`config.mk`:
```
export PLATFORM = sky130hd
export DESIGN_NAME = booth16_seq_mult_ctrl
export DESIGN_NICKNAME = d
export VERILOG_FILES = /design/src/rtl/booth16_seq_mult_ctrl.sv
export SDC_FILE = /design/constraint.sdc
export NUM_CORES = 1
export LEC_CHECK = 0
export CAP_MARGIN = 20
export CORE_MARGIN = 2
export CORE_UTILIZATION = 58
export DETAILED_ROUTE_END_ITERATION = 12
export DONT_BUFFER_PORTS = 1
export PLACE_DENSITY = 0.85
export SLEW_MARGIN = 5
export SYNTH_ARGS = -nofsm -noshare
export SYNTH_HDL_FRONTEND = slang
export SYNTH_SLANG_ARGS = --single-unit
```
`constraint.sdc`:
```
create_clock -name clk -period 13.2 [get_ports clk]
set_clock_uncertainty 0.2 [all_clocks]
set_input_delay 1.32 -clock clk [delete_from_list [all_inputs] [get_ports clk]]
set_output_delay 1.32 -clock clk [all_outputs]
set_load 0.01 [all_outputs]
```
`src/rtl/booth16_seq_mult_ctrl.sv`:
```
// Signed radix-16 Booth multiplier: one digit per cycle into a carry-save accumulator, then one carry-propagate add.
// Latency NDIG+2 edges from accept to out_valid; single transaction in flight, in_ready stays low until the product is taken.
module booth16_seq_mult_ctrl #(
   parameter int WIDTH = 8
) (
   input  logic                 clk,
   input  logic                 rst,
   input  logic                 in_valid,
   output logic                 in_ready,
   input  logic [WIDTH-1:0]     multiplicand_in,
   input  logic [WIDTH-1:0]     multiplier_in,
   output logic                 out_valid,
   input  logic                 out_ready,
   output logic [2*WIDTH-1:0]   product_out,
   output logic                 busy
);
   localparam int NDIG = WIDTH / 4;
   localparam int AW   = 2 * WIDTH + 4;
   localparam int CW   = (NDIG > 1) ? $clog2(NDIG) : 1;

   generate
      if ((WIDTH % 4) != 0 || WIDTH < 4) begin : g_bad_width
         $error("booth16_seq_mult_ctrl: WIDTH must be a multiple of 4 and at least 4");
      end
   endgenerate

   typedef enum logic [1:0] {IDLE, ACCUM, RESOLVE, DONE} state_t;

   state_t               r_state;
   logic [WIDTH-1:0]     r_a;
   logic [WIDTH-1:0]     r_b;
   logic [AW-1:0]        r_sum;
   logic [AW-1:0]        r_carry;
   logic [CW-1:0]        r_cnt;
   logic                 r_in_ready;
   logic                 r_out_valid;
   logic                 r_busy;
   logic [2*WIDTH-1:0]   r_product;

   logic [WIDTH:0]       w_bx;
   logic [4:0]           w_grp;
   logic signed [4:0]    w_dig;
   logic [AW-1:0]        w_a_x;
   logic [AW-1:0]        w_dig_x;
   logic [AW-1:0]        w_pp;
   logic [AW-1:0]        w_pp_sh;
   logic [AW-1:0]        w_carry_sh;
   logic [AW-1:0]        w_csa_sum;
   logic [AW-1:0]        w_csa_carry;
   logic [2*WIDTH-1:0]   w_resolved;
   logic                 w_last_dig;

   // B with an implicit zero below bit 0, so each 5-bit window is {B[4i+3:4i], B[4i-1]}.
   assign w_bx  = {r_b, 1'b0};
   assign w_grp = 5'(w_bx >> {r_cnt, 2'b00});
   assign w_dig = $signed({w_grp[4], w_grp[4:1]}) + $signed({4'b0000, w_grp[0]});

   assign w_a_x   = {{(AW-WIDTH){r_a[WIDTH-1]}}, r_a};
   assign w_dig_x = {{(AW-5){w_dig[4]}}, w_dig};
   assign w_pp    = w_a_x * w_dig_x;
   assign w_pp_sh = w_pp << {r_cnt, 2'b00};

   // Carry is stored unshifted; its weight is applied both when compressing and when resolving.
   assign w_carry_sh  = r_carry << 1;
   assign w_csa_sum   = r_sum ^ w_carry_sh ^ w_pp_sh;
   assign w_csa_carry = (r_sum & w_carry_sh) | (r_sum & w_pp_sh) | (w_carry_sh & w_pp_sh);
   assign w_resolved  = r_sum[2*WIDTH-1:0] + w_carry_sh[2*WIDTH-1:0];
   assign w_last_dig  = (r_cnt == CW'(NDIG - 1));

   always_ff @(posedge clk) begin
      if (rst) begin
         r_state     <= IDLE;
         r_a         <= '0;
         r_b         <= '0;
         r_sum       <= '0;
         r_carry     <= '0;
         r_cnt       <= '0;
         r_in_ready  <= 1'b1;
         r_out_valid <= 1'b0;
         r_busy      <= 1'b0;
         r_product   <= '0;
      end else begin
         case (r_state)
            IDLE: begin
               if (in_valid && r_in_ready) begin
                  r_a        <= multiplicand_in;
                  r_b        <= multiplier_in;
                  r_sum      <= '0;
                  r_carry    <= '0;
                  r_cnt      <= '0;
                  r_in_ready <= 1'b0;
                  r_busy     <= 1'b1;
                  r_state    <= ACCUM;
               end
            end
            ACCUM: begin
               r_sum   <= w_csa_sum;
               r_carry <= w_csa_carry;
               if (w_last_dig) begin
                  r_cnt   <= '0;
                  r_state <= RESOLVE;
               end else begin
                  r_cnt <= r_cnt + 1'b1;
               end
            end
            RESOLVE: begin
               r_product   <= w_resolved;
               r_out_valid <= 1'b1;
               r_state     <= DONE;
            end
            DONE: begin
               if (out_ready) begin
                  r_out_valid <= 1'b0;
                  r_in_ready  <= 1'b1;
                  r_busy      <= 1'b0;
                  r_state     <= IDLE;
               end
            end
            default: begin
               r_state <= IDLE;
            end
         endcase
      end
   end

   assign in_ready    = r_in_ready;
   assign out_valid   = r_out_valid;
   assign product_out = r_product;
   assign busy        = r_busy;

endmodule

```
# Word level (Yosys, flattened, before mapping)
# Cells that the tools add are included.
word_totals:
  reg_bits: 77
  input_bits: 20
  wordCells: 55
classes:
  add_sub_neg: 3
  multipliers: 1
  n_eq_ne: 6
  n_shift: 2
  n_mux: 16
  n_bitwise: 7
  n_reduce_logical: 10
op_table:
  columns: ["op", "n"]
  rows:
  - ["19-bit AND", 3]
  - ["20-bit case mux with 2 select lines", 1]
  - ["20-bit bitwise XOR", 2]
  - ["19-bit bitwise OR", 2]
  - ["19-bit case mux with 2 select lines", 1]
  - ["20-bit 2-to-1 mux", 1]
  - ["20-bit by 3-bit << shifter with 20-bit output", 1]
  - ["16-bit adder", 1]
  - ["8-bit by 5-bit multiplier with 13-bit output", 1]
  - ["9-bit by 3-bit right shift with 5-bit output", 1]
  - ["1-bit case mux with 2 select lines", 4]
  - ["2-bit case mux with 4 select lines", 1]
  - ["2-bit 2-to-1 mux", 3]
  - ["2-bit != test (second input constant)", 3]
  - ["2-bit AND reduction", 3]
  - ["3-bit AND reduction", 2]
  - ["2-bit nonzero test", 3]
  - ["4-bit by 2-bit adder with 5-bit output", 1]
  - ["1-bit 2-to-1 mux", 5]
  - ["2-bit == test (second input constant)", 2]
  - ["2-bit by 1-bit == test with 1-bit output (second input constant)", 1]
  - ["2-bit logical NOT", 1]
  - ["1-bit adder (second input constant)", 1]
  - ["1-bit logical AND", 1]

# Logic depth before layout (Yosys ltp)
# Gate-level depths: netlist (run 1).
logic_depth:
  ltp_word: 8
  ltp_mapped: 25
  mapped_depth_nobuf: 23

# Worst setup path before layout (run 1)
# Ideal clock, no wire load.
synth_path:
  path_type: "reg2reg"
  startpoint: "register r_cnt"
  endpoint: "register r_sum[13]"
  arrival_ns: 5.892
  setup_slack_ns: 6.980
  stages_incl_launch_ff: 25
  period_less_slack_ns: 6.220
  cell_sequence: "dfxtp_1 > buf_2 > buf_1 > and2_1 > ha_1 > ha_1 > nand2_1 > and3_1 > a31oi_1 > or2_2 > fa_1 > fa_1 > fa_1 > inv_1 > fa_1 > a211o_1 > and2_1 > o21a_1 > nor2_1 > xnor2_1 > a21oi_1 > fa_1 > nor2_1 > a21oi_1 > nor2_1"
synth_via:
  elab_chain_len: 6
synth_lines:
  columns: ["item", "line_no", "text"]
  rows:
  - ["from (decl)", "34", "logic [CW-1:0] r_cnt;"]
  - ["from (signal assigned)", "103", "r_cnt <= r_cnt + 1'b1;"]
  - ["9-bit by 3-bit right shift with 5-bit output", "55", "assign w_grp = 5'(w_bx >> {r_cnt, 2'b00});"]
  - ["4-bit by 2-bit adder with 5-bit output", "56", "assign w_dig = $signed({w_grp[4], w_grp[4:1]}) + $signed({4'b0000, w_grp[0]});"]
  - ["8-bit by 5-bit multiplier with 13-bit output", "60", "assign w_pp = w_a_x * w_dig_x;"]
  - ["20-bit by 3-bit << shifter with 20-bit output *", "61", "assign w_pp_sh = w_pp << {r_cnt, 2'b00};"]
  - ["20-bit bitwise XOR *", "65", "assign w_csa_sum = r_sum ^ w_carry_sh ^ w_pp_sh;"]
  - ["20-bit case mux with 2 select lines *", "83", "case (r_state)"]
  - ["to (signal assigned)", "97", "r_sum <= w_csa_sum;"]
  - ["to (decl)", "32", "logic [AW-1:0] r_sum;"]
# Every way passes the cells marked *; elsewhere a longest branch is shown, timed or not.
# A chain may end at the register's enable or synchronous reset.

# Worst setup path in the final report (run 1)
# Ends and elaborated chain as after synthesis.

==> results of run 1 <==
-- placed cells by master, fill, tap and decap left out, types with 2 or more instances in the layout --
cell type	n
nand3b_1	2
buf_4	2
xnor2_1	11
nor2b_1	16
and3_1	5
o221ai_1	2
a311o_1	3
a22oi_1	8
fa_1	41
nand2b_1	6
ha_1	43
nand2_1	56
and2_1	24
a21oi_1	60
a21oi_2	2
or3_1	5
o21bai_1	2
a2111o_1	2
nand3_1	7
mux2_2	2
a21o_1	7
o21a_1	10
a31oi_1	5
inv_1	77
nor2_1	79
nor3_1	14
dfxtp_1	69
clkinv_2	3
nor4_1	3
mux2i_1	11
clkbuf_8	9
o211ai_1	5
o21ai_1	5
or2_2	2
a211oi_1	9
o21ai_0	8
xor2_1	3
-- cells in the mapped netlist, types with 8 or more instances --
| cell type | count | area share (%) |
|---|---|---|
| nor2b_1 | 16 | 1.8 |
| fa_1 | 41 | 15 |
| xnor2_1 | 11 | 1.8 |
| and2_1 | 24 | 2.8 |
| o21ai_0 | 8 | 0.74 |
| a211oi_1 | 9 | 1.2 |
| mux2i_1 | 11 | 2.0 |
| ha_1 | 43 | 9.9 |
| dfxtp_1 | 69 | 26 |
| nand2_1 | 56 | 3.9 |
| o21a_1 | 10 | 1.4 |
| a21oi_1 | 61 | 5.6 |
| nor2_1 | 79 | 5.5 |
| nor3_1 | 14 | 1.3 |
| clkbuf_1 | 19 | 1.3 |
| inv_1 | 77 | 5.3 |
| a22oi_1 | 8 | 1.1 |
-- through the flow --
step / worst slack (ps) / hold WS [ps] / instances
2_1_floorplan: 6980 / 233 / 654
3_3_place_gp: 6640 / 243 / 742
3_5_place_dp: 6400 / 243 / 742
4_1_cts: 6320 / 255 / 758
5_1_grt: 5820 / 282 / 758
6_report: 6280 / 253 / 758
-- power breakdown --
| group | leakage (nW) | total (W) | internal (W) | switching (W) |
|---|---|---|---|---|
| sequential | 0.559 | 0.000260 | 0.000230 | 0.0000297 |
| combinational | 1.64 | 0.000288 | 0.000103 | 0.000185 |
| clock | 0.100 | 0.000174 | 0.0000874 | 0.0000866 |
-- final cells by class --
cell class              count  area share [%]
well taps                 111            2.45
multi-input cells         481            64.3
clock inverters             6            1.10
flip-flops and latches     69            24.4
inverters                  79            5.24
clock buffers              10            2.25
repair buffers              2           0.265
-- kinds of logic (layout without fill, tap and decap cells) --
kind of cell,count (synthesis),after routing,synth area share [%]
and+or+nand+nor,228,228,20.1
AOI/OAI and AO/OA,141,141,17.0
buffers and inverters,104,97,7.28
adders and majority gates,84,84,25.1
DFF,69,69,25.5
xor gates and xnor gates,15,15,2.57
muxes,13,13,2.45
-- per-layer routing --
layer	GRT usage (%)	wire length, um	vias up
met5	0	0	-
met4	9.91	272	0
met3	3.54	430	24
met2	41.6	5600	94
met1	31.8	5110	2085
li1	-	-	2168
-- worst register-to-register path, stage by stage, from the launching register on --
cell and delay, ps:
dfxtp_1 830, mux2_2 290, ha_1 160, ha_1 210, nand2_1 60, and3_1 180
a31oi_1 700, or2_2 270, fa_1 420, fa_1 530, fa_1 560, inv_1 80
fa_1 490, a211o_1 350, and2_1 160, o21a_1 160, nor2_1 110, xnor2_1 170
a21oi_1 130, fa_1 520, nor2_1 40, a21oi_1 150, nor2_1 50
-- how the worst min path moves through the flow --
stage / startpoint / to / slack (ps) / cells past startpoint
after floorplan: r_b[4] / r_b[4] / 230 / 2
after global placement: r_b[5] / r_b[5] / 240 / 2
after detailed placement: r_b[1] / r_b[1] / 240 / 2
after CTS: r_b[1] / r_b[1] / 250 / 2
after global routing: r_b[5] / r_b[5] / 280 / 2
final: r_b[0] / r_b[0] / 250 / 2
-- sequential cells by signal (all words and copies together) (netlist names), 2 cells and up --
name,cells
product_out,16
r_sum,16
r_carry,15
r_b,8
r_a,8
r_state,2
==> summary.md, run 1 <==
| Metric | Value |
|---|---|
| Status | finished clean |
| Worst reg2reg setup slack | roughly 6300 ps |
| DIE AREA | between 0.01 and 0.015 sq mm |
| Initial antenna violation count | 0 |
| Critical path, cell by cell | mux2_2 -> ha_1 -> ha_1 -> nand2_1 -> and3_1 -> a31oi_1 -> or2_2 -> fa_1 -> fa_1 -> fa_1 -> inv_1 -> fa_1 -> a211o_1 -> and2_1 -> o21a_1 -> nor2_1 -> xnor2_1 -> a21oi_1 -> fa_1 -> nor2_1 -> a21oi_1 -> nor2_1 |
| Post-layout min period | 6920 ps |
| Vias in the first global route | 4500 |
| Path type of the worst setup path | register to register |
| Worst path depth | 22 |
| I/O pin total | 39 |
| Number of enable flip-flop cells after synthesis | 0 |
| Most frequent CP cell | fa_1 |
| Design Power | 0.000722 W |
| Setup Fix Bufs, Post-CTS | 0 |
| GR Overflow Total | 0 |
| Critical path's top delay family | adder cells |
| Dpl hpwl | 8.52 mm |
| DP Area | 0.00547 sq mm |
| Avg Cell Area, Syn | 8.28 sq um |
| Worst path required time | 13250 ps |
| Clock Path Buffers | 2 |
| Clock H-tree levels | 3 |
| CTS Hold Buffers Added | 0 |
| First-pass GRT wire length | 20.3 mm |
| R2r endpoint | r_sum[13] |
| Final core occ | between 60% and 70% |
| Tot GR Track Use | 24.6% |
| Layout overhead on the synthesized area | 4.62% |
| Syn Inst Count | 654 |
| FF-to-FF Start | r_cnt |
| Type of origin of the critical path | register |
| ANT cells | 0 |
| Fmax | 144 MHz |
| Synth Register Bits | 69 |
| Buf/Inv on CP | 1 |
| Final worst-path cycle share | 52.4% |
| Largest net degree at the start of global routing | 73 |
| Worst endpoint data arrival time | about 7000 ps |
| Final setup TNS | 0 ps |
| Peak supply drop | 0.0716 mV |
| Slew headroom | 36.1% |
| Crit-path max FO | 21 |
| Clock sink count | 69 |
| Least-Margin Pin Slew | 955 ps |
| Final Hold Viols | 0 |
| Async SR Flop Fraction | 0% |
| Ys flop type | dfxtp_1 |
| Register area | 0.00138 sq mm |
| Register area share after synthesis | ~26% |
| Worst Hold Class | register to register |
| Mapped Area | between 0.005 and 0.006 sq mm |
| Die Span Y | 101 um |
| Starting Density | 59.1% |
| First-iteration detailed-routing DRC count | 238 |
| Fraction of layout cells with a size suffix above 1 | 4.64% |
| CTS tree | done |
| Yosys cell types | 62 |
| Clk slew on worst S/H paths | 80 ps |
| Site row count | 35 |
| MaxCap Viol Count | 0 |
| Core ar. | 0.00915 sq mm |
| Root buf cell | clkbuf_8 |
| Clk Latency, worst-skew pair | 350 ps |
| Routed vias | 4371 |
| WL/cell | about 15 um |
| RSZ-0062 raised after global routing | no |
| Total Wirelength | 11.4 mm |
| Final Max Tran Viols | 0 |
| Post-route DRC | 0 |
| GP Congestion | 0.909 |
| Cell leakage power | between 2 and 2.5 nW |
| Worst Reg-to-Reg Cells | 22 |
| Cts repair resizes | 0 |
| Syn. warnings | 0 |
| Antenna viol nets, final | 0 |
| Multi-input gate area | 0.00364 sq mm |
| Crit path from | r_cnt |
| PortBufs | 0 |
| Drt via density | 5.77 |
| Cts bufs inserted | 9 |
| Design Area, Final | 0.00566 sq mm |
| Crit path to | r_sum[13] |
| Nets@finish | roughly 750 |
| Die W | 101 um |
| Fillers | about 730 |
| Pre-antenna DRT Iters | 5 |
| Pwr dens | 128 mW/mm^2 |
| CP max-delay cell | dfxtp_1 |
| Synthesized net count | 758 |
| Critical path endpoint category | register |
| Critical path's largest stage delay | 830 ps |
| Final setup viols | 0 |
No activity file was read; power rests on OpenSTA's default activity.
==> run 2, diff against run 1 <==
==> constraint.sdc (replaced) <==
create_clock -name clk -period 6.4 [get_ports clk]
set_clock_uncertainty 0.2 [all_clocks]
set_input_delay 0.64 -clock clk [delete_from_list [all_inputs] [get_ports clk]]
set_output_delay 0.64 -clock clk [all_outputs]
set_load 0.01 [all_outputs]
==> run 2 against run 1 <==
  * Sequential share of layout area shrank 0.15 points
  * Worst setup slack worse by 5900 ps
  * Wire length grew 7.1%
  * Global-route usage is 1.3 points higher
  * Highest routed layer unchanged
  * Sequential power increased by 100%
  * Largest power group unchanged
==> summary.md, run 2 (synthesized netlist as in run 1, its figures left out) <==
| Metric | Value |
|---|---|
| Status | finished clean |
| Worst Hold Launch | rst |
| Die W | 101 um |
| Worst reg2reg setup slack | 360 ps |
| Comb pwr share | 40.8% |
| Crit path from | r_cnt |
| Initial antenna violation count | 0 |
| Pwr dens | 267 mW/mm^2 |
| Worst endpoint data arrival time | 6100 ps |
| Worst path required time | about 6500 ps |
| Nets@finish | between 700 and 800 |
| ANT cells | 0 |
| PortBufs | 0 |
| Commonest non-fill, non-tap cell in the layout | nor2_1 |
| Setup Fix Bufs, Post-CTS | 0 |
| Fraction of layout cells with a size suffix above 1 | roughly 5.4% |
| Hold Path End | product_out[5] |
| RSZ-0062 raised after global routing | no |
| Drt via density | 5.87 |
| Fmax | between 150 and 200 MHz |
| Cts bufs inserted | 9 |
| Worst Hold Class | input pin to register |
| DIE AREA | 0.0101 sq mm |
| Switching Share | a little over two fifths |
| Path type of the worst setup path | register to register |
| Pint | 0.000888 W |
| Routed vias | 4466 |
| Layout overhead on the synthesized area | 5.39% |
| Critical path endpoint category | register |
| Worst Reg-to-Reg Cells | 22 |
| Commonest cells after routing, fill and taps aside | nor2_1 (79), inv_1 (77), dfxtp_1 (68) |
| Crit-path max FO | 7 |
| Starting Density | 59.1% |
| Inst Count DP | 745 |
| Pre-antenna DRT Iters | 5 |
| Cell leakage power | 2.31 nW |
| Post-route DRC | 0 |
| Largest net degree at the start of global routing | 73 |
| Hold depth | 1 |
| Final Max Tran Viols | 0 |
| Clock power frac | 24.6% |
| Least-Margin Pin Slew | about 970 ps |
| GR Overflow Total | 0 |
| Final setup TNS | 0 ps |
| First-iteration detailed-routing DRC count | 215 |
| Peak supply drop | ~0.15 mV |
| Die Span Y | 101 um |
| Post-layout min period | a little over 6000 ps |
| Clock Path Buffers | 2 |
| Type of origin of the critical path | register |
| Post-Layout Cell Count | 761 |
| Final setup viols | 0 |
| I/O pin total | 39 |
| First-pass GRT wire length | 21.0 mm |
| CTS Hold Buffers Added | 0 |
| Slew headroom | 35.6% |
| CTS tree | done |
| Vias in the first global route | 4679 |
| Clock sink count | 69 |
| Tot GR Track Use | 25.9% |
| Dpl hpwl | 9.24 mm |
| Antenna viol nets, final | 0 |
| Clk Latency, worst-skew pair | 360 ps |
| Final Hold Viols | 0 |
| Clk slew on worst S/H paths | approximately 80 ps |
| GP Congestion | roughly 0.96 |
| Core ar. | 0.00915 sq mm |
| Sequential share of power | about a third |
| MaxCap Viol Count | 0 |
| WL/cell | 16.1 um |
| R2r endpoint | r_sum[9] |
| Root buf cell | clkbuf_8 |
| Clock H-tree levels | 3 |
| FF-to-FF Start | r_cnt |
| Total Wirelength | 12.2 mm |
| Switch Pwr | 0.000638 W |
| Site row count | 35 |
| Final core occ | 62.3% |
| Final worst-path cycle share | 94.4% |
run 2: changes by cell type in the layout (fill, tap and decap cells not counted):
cell | before | now
clkinv_2 | 3 | 0
clkbuf_8 | 9 | 10
clkinvlp_4 | 0 | 3
buf_4 | 2 | 5
dfxtp_1 | 69 | 68
clkbuf_1 | 1 | 0
dfxtp_2 | 0 | 1
run 2: worst max path at each step:
stage / to / slack, ps / depth (start not counted)
2_1_floorplan: r_sum[13] / 180 / 24
3_3_place_gp: r_sum[13] / 460 / 22
3_5_place_dp: r_sum[9] / 310 / 22
4_1_cts: r_sum[9] / 280 / 22
5_1_grt: r_sum[13] / 50 / 22
6_report: r_sum[9] / 360 / 22
run 2: layout make-up:
cell class	instances	area, sq um
timing repair buffer	5	37.5
inverter	79	297
multi-input combinational	481	3640
tap	111	139
clock buffer	10	138
sequential	69	1380
clock inverter	6	70.1
fill	752	3450
run 2: power by group through the flow:
stage               Combinational (W)  Clock, W  Sequential, W
floorplan                    0.000484         0       0.000519
CTS                          0.000620  0.000382       0.000527
detailed placement           0.000614         0       0.000538
global route                 0.000694  0.000402       0.000534
global placement             0.000582         0       0.000534
finish                       0.000622  0.000375       0.000529
run 2: repair_timing:
action / in CTS / in global routing
endpoints found under the setup margin: 0 / 4
resized for setup: 0 / 1
endpoints found under the hold margin: 0 / 0
run 2: metal layers:
metal	wire length (um)	track usage [%]
met4	201	10.4
met3	470	4.72
met1	5260	31.5
met5	0	0
met2	6290	45.3
run 2: critical path, stage by stage (launching register included):
cell     delay (ps)
dfxtp_2         410
mux2_2          360
ha_1            200
ha_1            220
nand2_1          70
and3_1          150
a31oi_1          50
or2_2           310
fa_1            520
fa_1            530
fa_1            550
inv_1            70
fa_1            490
a211o_1         350
and2_1          160
o21a_1          160
nor2_1          120
xnor2_1         160
a21oi_1         120
fa_1            500
nor2_1           50
a21oi_1         150
nor2_1           50
run 2: metrics by stage:
stage / setup WS, ps / power, W / cell area [sq um] / hold slack [ps]
floorplan: 180 / 0.00100 / 5410 / 233
global placement: 461 / 0.00112 / 5500 / 242
detailed placement: 308 / 0.00115 / 5500 / 244
CTS: 277 / 0.00153 / 5700 / 127
global route: 51.7 / 0.00163 / 5700 / 129
finish: 359 / 0.00153 / 5700 / 137
